## src/rtl/multi_match_timer.sv

```systemverilog
// multi_match_timer
//
// Multi-channel consecutive-match counter. Each channel counts consecutive
// enabled clock edges on which the shared input bus equals that channel's
// criterion, and pulses tick once the count reaches the shared goal. In
// one-shot mode a channel ticks once per sustained match; in repeat mode it
// ticks every cnt_goal edges while the match persists. A priority encoder
// reports the lowest channel currently held.
//
// Ports:
//   clk          clock
//   reset        synchronous, active-low reset
//   en           global count enable; edges with en low freeze progress
//   repeat_mode  0 = one-shot, 1 = auto-repeat (all channels)
//   cnt_goal     matching edges required per tick; 0 disables all channels
//   in           shared sampled input bus
//   criterion    channel i criterion at bits [i*WIDTH +: WIDTH]
//   tick         per-channel one-cycle pulse (registered)
//   held         per-channel level: goal reached and still matching (registered)
//   hit_valid    any held bit set
//   hit_idx      lowest held channel index, 0 when none held

module multi_match_timer #(
    parameter int unsigned SIZE     = 32,
    parameter int unsigned WIDTH    = 4,
    parameter int unsigned CHANNELS = 4,
    parameter int unsigned IDXW     = (CHANNELS > 1) ? $clog2(CHANNELS) : 1
) (
    input  logic                      clk,
    input  logic                      reset,
    input  logic                      en,
    input  logic                      repeat_mode,
    input  logic [SIZE-1:0]           cnt_goal,
    input  logic [WIDTH-1:0]          in,
    input  logic [CHANNELS*WIDTH-1:0] criterion,
    output logic [CHANNELS-1:0]       tick,
    output logic [CHANNELS-1:0]       held,
    output logic                      hit_valid,
    output logic [IDXW-1:0]           hit_idx
);

    logic [SIZE-1:0]     cnt_q [CHANNELS];
    logic [SIZE-1:0]     cnt_d [CHANNELS];
    logic [CHANNELS-1:0] tick_q, tick_d;
    logic [CHANNELS-1:0] held_q, held_d;

    // One extra bit so the increment never wraps before the >= compare.
    logic [SIZE:0]       nxt [CHANNELS];
    logic [CHANNELS-1:0] match;

    for (genvar g = 0; g < CHANNELS; g++) begin : g_chan
        assign match[g] = (in == criterion[g*WIDTH +: WIDTH]);
        assign nxt[g]   = {1'b0, cnt_q[g]} + {{SIZE{1'b0}}, 1'b1};
    end

    always_comb begin
        cnt_d  = cnt_q;
        held_d = held_q;
        tick_d = '0;
        if (en) begin
            for (int i = 0; i < int'(CHANNELS); i++) begin
                if (cnt_goal == '0 || !match[i]) begin
                    cnt_d[i]  = '0;
                    held_d[i] = 1'b0;
                end else if (held_q[i] && !repeat_mode) begin
                    // One-shot and already fired: freeze the count so that a
                    // later switch to repeat mode resumes from here.
                    cnt_d[i] = cnt_q[i];
                end else if (nxt[i] >= {1'b0, cnt_goal}) begin
                    tick_d[i] = 1'b1;
                    held_d[i] = 1'b1;
                    cnt_d[i]  = '0;
                end else begin
                    cnt_d[i] = nxt[i][SIZE-1:0];
                end
            end
        end
    end

    always_ff @(posedge clk) begin
        if (!reset) begin
            for (int i = 0; i < int'(CHANNELS); i++) begin
                cnt_q[i] <= '0;
            end
            tick_q <= '0;
            held_q <= '0;
        end else begin
            for (int i = 0; i < int'(CHANNELS); i++) begin
                cnt_q[i] <= cnt_d[i];
            end
            tick_q <= tick_d;
            held_q <= held_d;
        end
    end

    // Scan high to low so the lowest held index is written last.
    always_comb begin
        hit_idx = '0;
        for (int i = int'(CHANNELS) - 1; i >= 0; i--) begin
            if (held_q[i]) begin
                hit_idx = IDXW'(i);
            end
        end
    end

    assign hit_valid = |held_q;
    assign tick      = tick_q;
    assign held      = held_q;

endmodule

```

## config.mk

```make
export PLATFORM = sky130hd
export DESIGN_NAME = multi_match_timer
export DESIGN_NICKNAME = d
export VERILOG_FILES = /design/src/rtl/multi_match_timer.sv
export SDC_FILE = /design/constraint.sdc
export NUM_CORES = 1
export LEC_CHECK = 0
export BUFFER_PORTS_ARGS = -buffer_cell sky130_fd_sc_hd__buf_2
export CAP_MARGIN = 30
export CORE_MARGIN = 2
export CORE_UTILIZATION = 40
export CTS_CLUSTER_SIZE = 14
export DETAILED_ROUTE_END_ITERATION = 12
export PLACE_DENSITY_LB_ADDON = 0.08
export SLEW_MARGIN = 20
export SYNTH_ARGS = -nofsm -noshare
export SYNTH_HDL_FRONTEND = slang
export SYNTH_SLANG_ARGS = --single-unit
```

## constraint.sdc

```tcl
create_clock -name clk -period 12.4 [get_ports clk]
set_clock_uncertainty 0.1 [all_clocks]
set_input_delay 2.48 -clock clk [delete_from_list [all_inputs] [get_ports clk]]
set_output_delay 2.48 -clock clk [all_outputs]
set_load 0.1 [all_outputs]
```

==> impl_metrics.ini <==
[placed_design]
place.port_buffers = 66
placed_cell_area_um2 = 11300
globalplace.congestion = 0.833
place.detailed.hpwl_um = 23900

[clock_network]
worst_setup_hold_path_clk_slew_ps = 60
numCtsBuffers = 17
h_tree_level_count = 4
cts_buffer_depth = 2
cts.hold.buffers_added = 0
cts.sink_count = 136
clockRootBuffer = sky130_fd_sc_hd__clkbuf_16
post_cts.repair.setup_buffers = 0
cts_tree = built
worstSkewPairLatency_ps = 430
cts_repair_resize_count = 0

[layout]
post_route_cells_drive_above_1_share = 0.0942
design.final.nets = 1566
utilization = 0.451
antenna_cells_inserted = 0
flow.area_growth_from_synthesis_pct = 11.8
postLayoutCellArea_um2 = 12000

[global_route]
gr-usage-all-layers = 0.228
grt_pass1_wl_um = 50200
antenna_found_initial = 0
grt_remaining_overflow = 0
first_global_vias = 8957
grt_max_degree = 49

[critical_path]
rr_startpoint = cnt_q[0]$_SDFFE_PN0P_
critPathMostFrequentCell = sky130_fd_sc_hd__o21ai_0
critical_path.max_fanout = 19
cp.buffers_inverters = 1
required_ps = 12620
worstPathArrival_ps = 5280
cp-end-kind = flop
critPathLaunch = cnt_goal[2]
critical_path.cell_chain = buf_2, nor4_1, nand4_1, o21ai_0, o21ai_0, and2_1, a21o_1, a22o_1
cpMaxStageDelayCell = sky130_fd_sc_hd__nor4_1
worst_setup_path_start_kind = input port
cpLargestDelayFamily = simple AND/OR/NAND/NOR gates
start_to_end_type_of_the_worst_setup_path = in2reg
max_stage_delay_ps = 590

[floorplan]
num_rows = 60
ioPinCount = 67
die_y_um = 168
floorplan.core_area_um2 = 26700
start_util = 0.403
design.die.area_um2 = 28300
die_w_um = 168

[timing]
fin_tns_setup_ps = 0
maxSlewHeadroom = 0.374
timing.final.setup_violations = 0
period_minus_slack_ps = 5060
finalHoldViolations = 0
timing_worst_slew_pin_value_ps = 936
period_share = 0.408
rsz0062_at_grt = no
slew_violations = 0
max_clock_freq_ghz = 0.198

[drt]
initialDrtViolationCount = 736
detailroute.via_count = 9820
post_drt_wl_per_cell_um = 18.7
drt_pre_antenna_iters = 5
postRouteAntennaNets = 0
route.final.wire_length_um = 32400
drc_errors = 0
vias_per_cell = 5.67

[synthesis]
synth_top_area_share = 0.253
synthDistinctLibCells = 70
synth-warning-count = 0
synth_most_common_cell = sky130_fd_sc_hd__nand2_1
synth.largest_area_cell = sky130_fd_sc_hd__dfxtp_1
synth_async_sr_flop_share = 0
synth_area_leaders = sky130_fd_sc_hd__dfxtp_1 25%, sky130_fd_sc_hd__ha_1 15%, sky130_fd_sc_hd__xor2_1 6.8%, sky130_fd_sc_hd__xnor2_1 5.9%, sky130_fd_sc_hd__nand2_1 4.8%
ys_seq_area_frac = 0.253
syn_avg_cell_area_um2 = 8.03
synth_enable_flop_cells = 0
synth_fp_nets = 1529
synth_commonest_cells = 137 x sky130_fd_sc_hd__nand2_1, 136 x sky130_fd_sc_hd__dfxtp_1, 132 x sky130_fd_sc_hd__ha_1, 105 x sky130_fd_sc_hd__nor2_1, 85 x sky130_fd_sc_hd__nand3_1
postSynthRegisterBits = 136
syn_area_um2 = 10800
ys.flop_type = sky130_fd_sc_hd__dfxtp_1
post_synth_inst_count = 1341

[run_status]
run_status = completed

[hold_path]
type_of_the_worst_min_delay_path = reg2reg
hold_path.startpoint = cnt_q[84]$_SDFFE_PN0P_

[pwr]
powerDensity_nw_per_um2 = 95.0
power.ir.vdd_worst_uv = 86.4
leakage_nw = 5.25

[flow_run]
count_of_maximum_capacitance_violations = 0
## where the power goes
part	switching (mW)	total (mW)	internal [mW]	leakage [nW]
clock network	0.213	0.622	0.409	0.336
logic	0.0582	0.0846	0.0263	3.82
registers	0.000969	0.438	0.437	1.09
total	0.272	1.14	0.872	5.25
## layout make-up
cell class                      count  area [µm²]
Inverter                           58         218
Tap cell                          341         427
Multi-Input combinational cell   1093        7600
Fill cell                        2675       14700
Timing Repair Buffer               72         375
Sequential cell                   136        2720
Clock buffer                       20         457
Clock inverter                     11         244
## per-stage QoR
step | std cells | hold WS, ps | total power [mW] | setup WS [ps]
final | 1731 | 352 | 1.14 | 7340
after global routing | 1731 | 369 | 1.18 | 7030
after CTS | 1731 | 355 | 1.15 | 7350
after detailed placement | 1700 | 341 | 0.533 | 6960
after global placement | 1700 | 336 | 0.532 | 6980
after floorplan | 1341 | 326 | 0.495 | 6620
## metal layers
metal | vias up | track usage | wire (µm)
met5 | - | 0 | 0
met4 | 0 | 0.0776 | 771
met3 | 46 | 0.0343 | 1700
met2 | 282 | 0.339 | 13600
met1 | 4551 | 0.335 | 16400
li1 | 4941 | - | -
## worst register-to-register path: stages (launching register included)
cell and delay (ps):
sky130_fd_sc_hd__dfxtp_1 470, sky130_fd_sc_hd__ha_1 310, sky130_fd_sc_hd__and3_4 250, sky130_fd_sc_hd__nand3_4 110, sky130_fd_sc_hd__or4_4 570, sky130_fd_sc_hd__or4_4 570
sky130_fd_sc_hd__xnor2_2 160, sky130_fd_sc_hd__ha_1 300, sky130_fd_sc_hd__a21oi_1 140, sky130_fd_sc_hd__nor2_1 50, sky130_fd_sc_hd__a211oi_1 310, sky130_fd_sc_hd__o211ai_1 190
sky130_fd_sc_hd__a211oi_4 230, sky130_fd_sc_hd__buf_4 450, sky130_fd_sc_hd__nand2_1 310, sky130_fd_sc_hd__o41ai_1 300
## sequential cells by signal, indices dropped and copies added, names as in the netlist
register  flops
tick          4
held          4
cnt_q       128
## path summary, 6_finish.rpt
| path | end | slack [ps] | cells after the start |
|---|---|---|---|
| worst max-delay path | cnt_q[119]$_SDFFE_PN0P_ | 7340 | 8 |
| worst min-delay path | cnt_q[84]$_SDFFE_PN0P_ | 350 | 1 |
| worst max register to register | cnt_q[25]$_SDFFE_PN0P_ | 7490 | 15 |
| worst min register to register | cnt_q[84]$_SDFFE_PN0P_ | 350 | 1 |
## cell usage in the layout (no fill, tap or decap), drive strengths merged, types with 3 or more instances in the layout
cell	n
a32o	11
a21o	16
nand2	137
or3	8
buf	72
nand3	86
nor3b	5
o21ai	54
nand4	59
o211ai	7
a22oi	5
a31oi	27
a221oi	3
nor4	29
or2	7
nand2b	12
xnor2	74
nor2b	10
ha	132
inv	58
clkbuf	20
o22ai	3
xor2	84
or4	3
o21a	3
bufinv	7
mux2i	3
and2	12
nor3	19
a22o	32
and3	33
a21boi	3
dfxtp	136
clkinv	3
and4	14
nor2	106
a211oi	11
a21oi	63
## logic make-up after synthesis
family,share of synthesized area
flops,0.253
compound gates,0.155
mux,0.00383
xor+xnor,0.129
fa+ha+maj,0.153
buf+inv,0.0443
simple gates,0.262
Note: power is estimated with default switching activity, not from simulation.
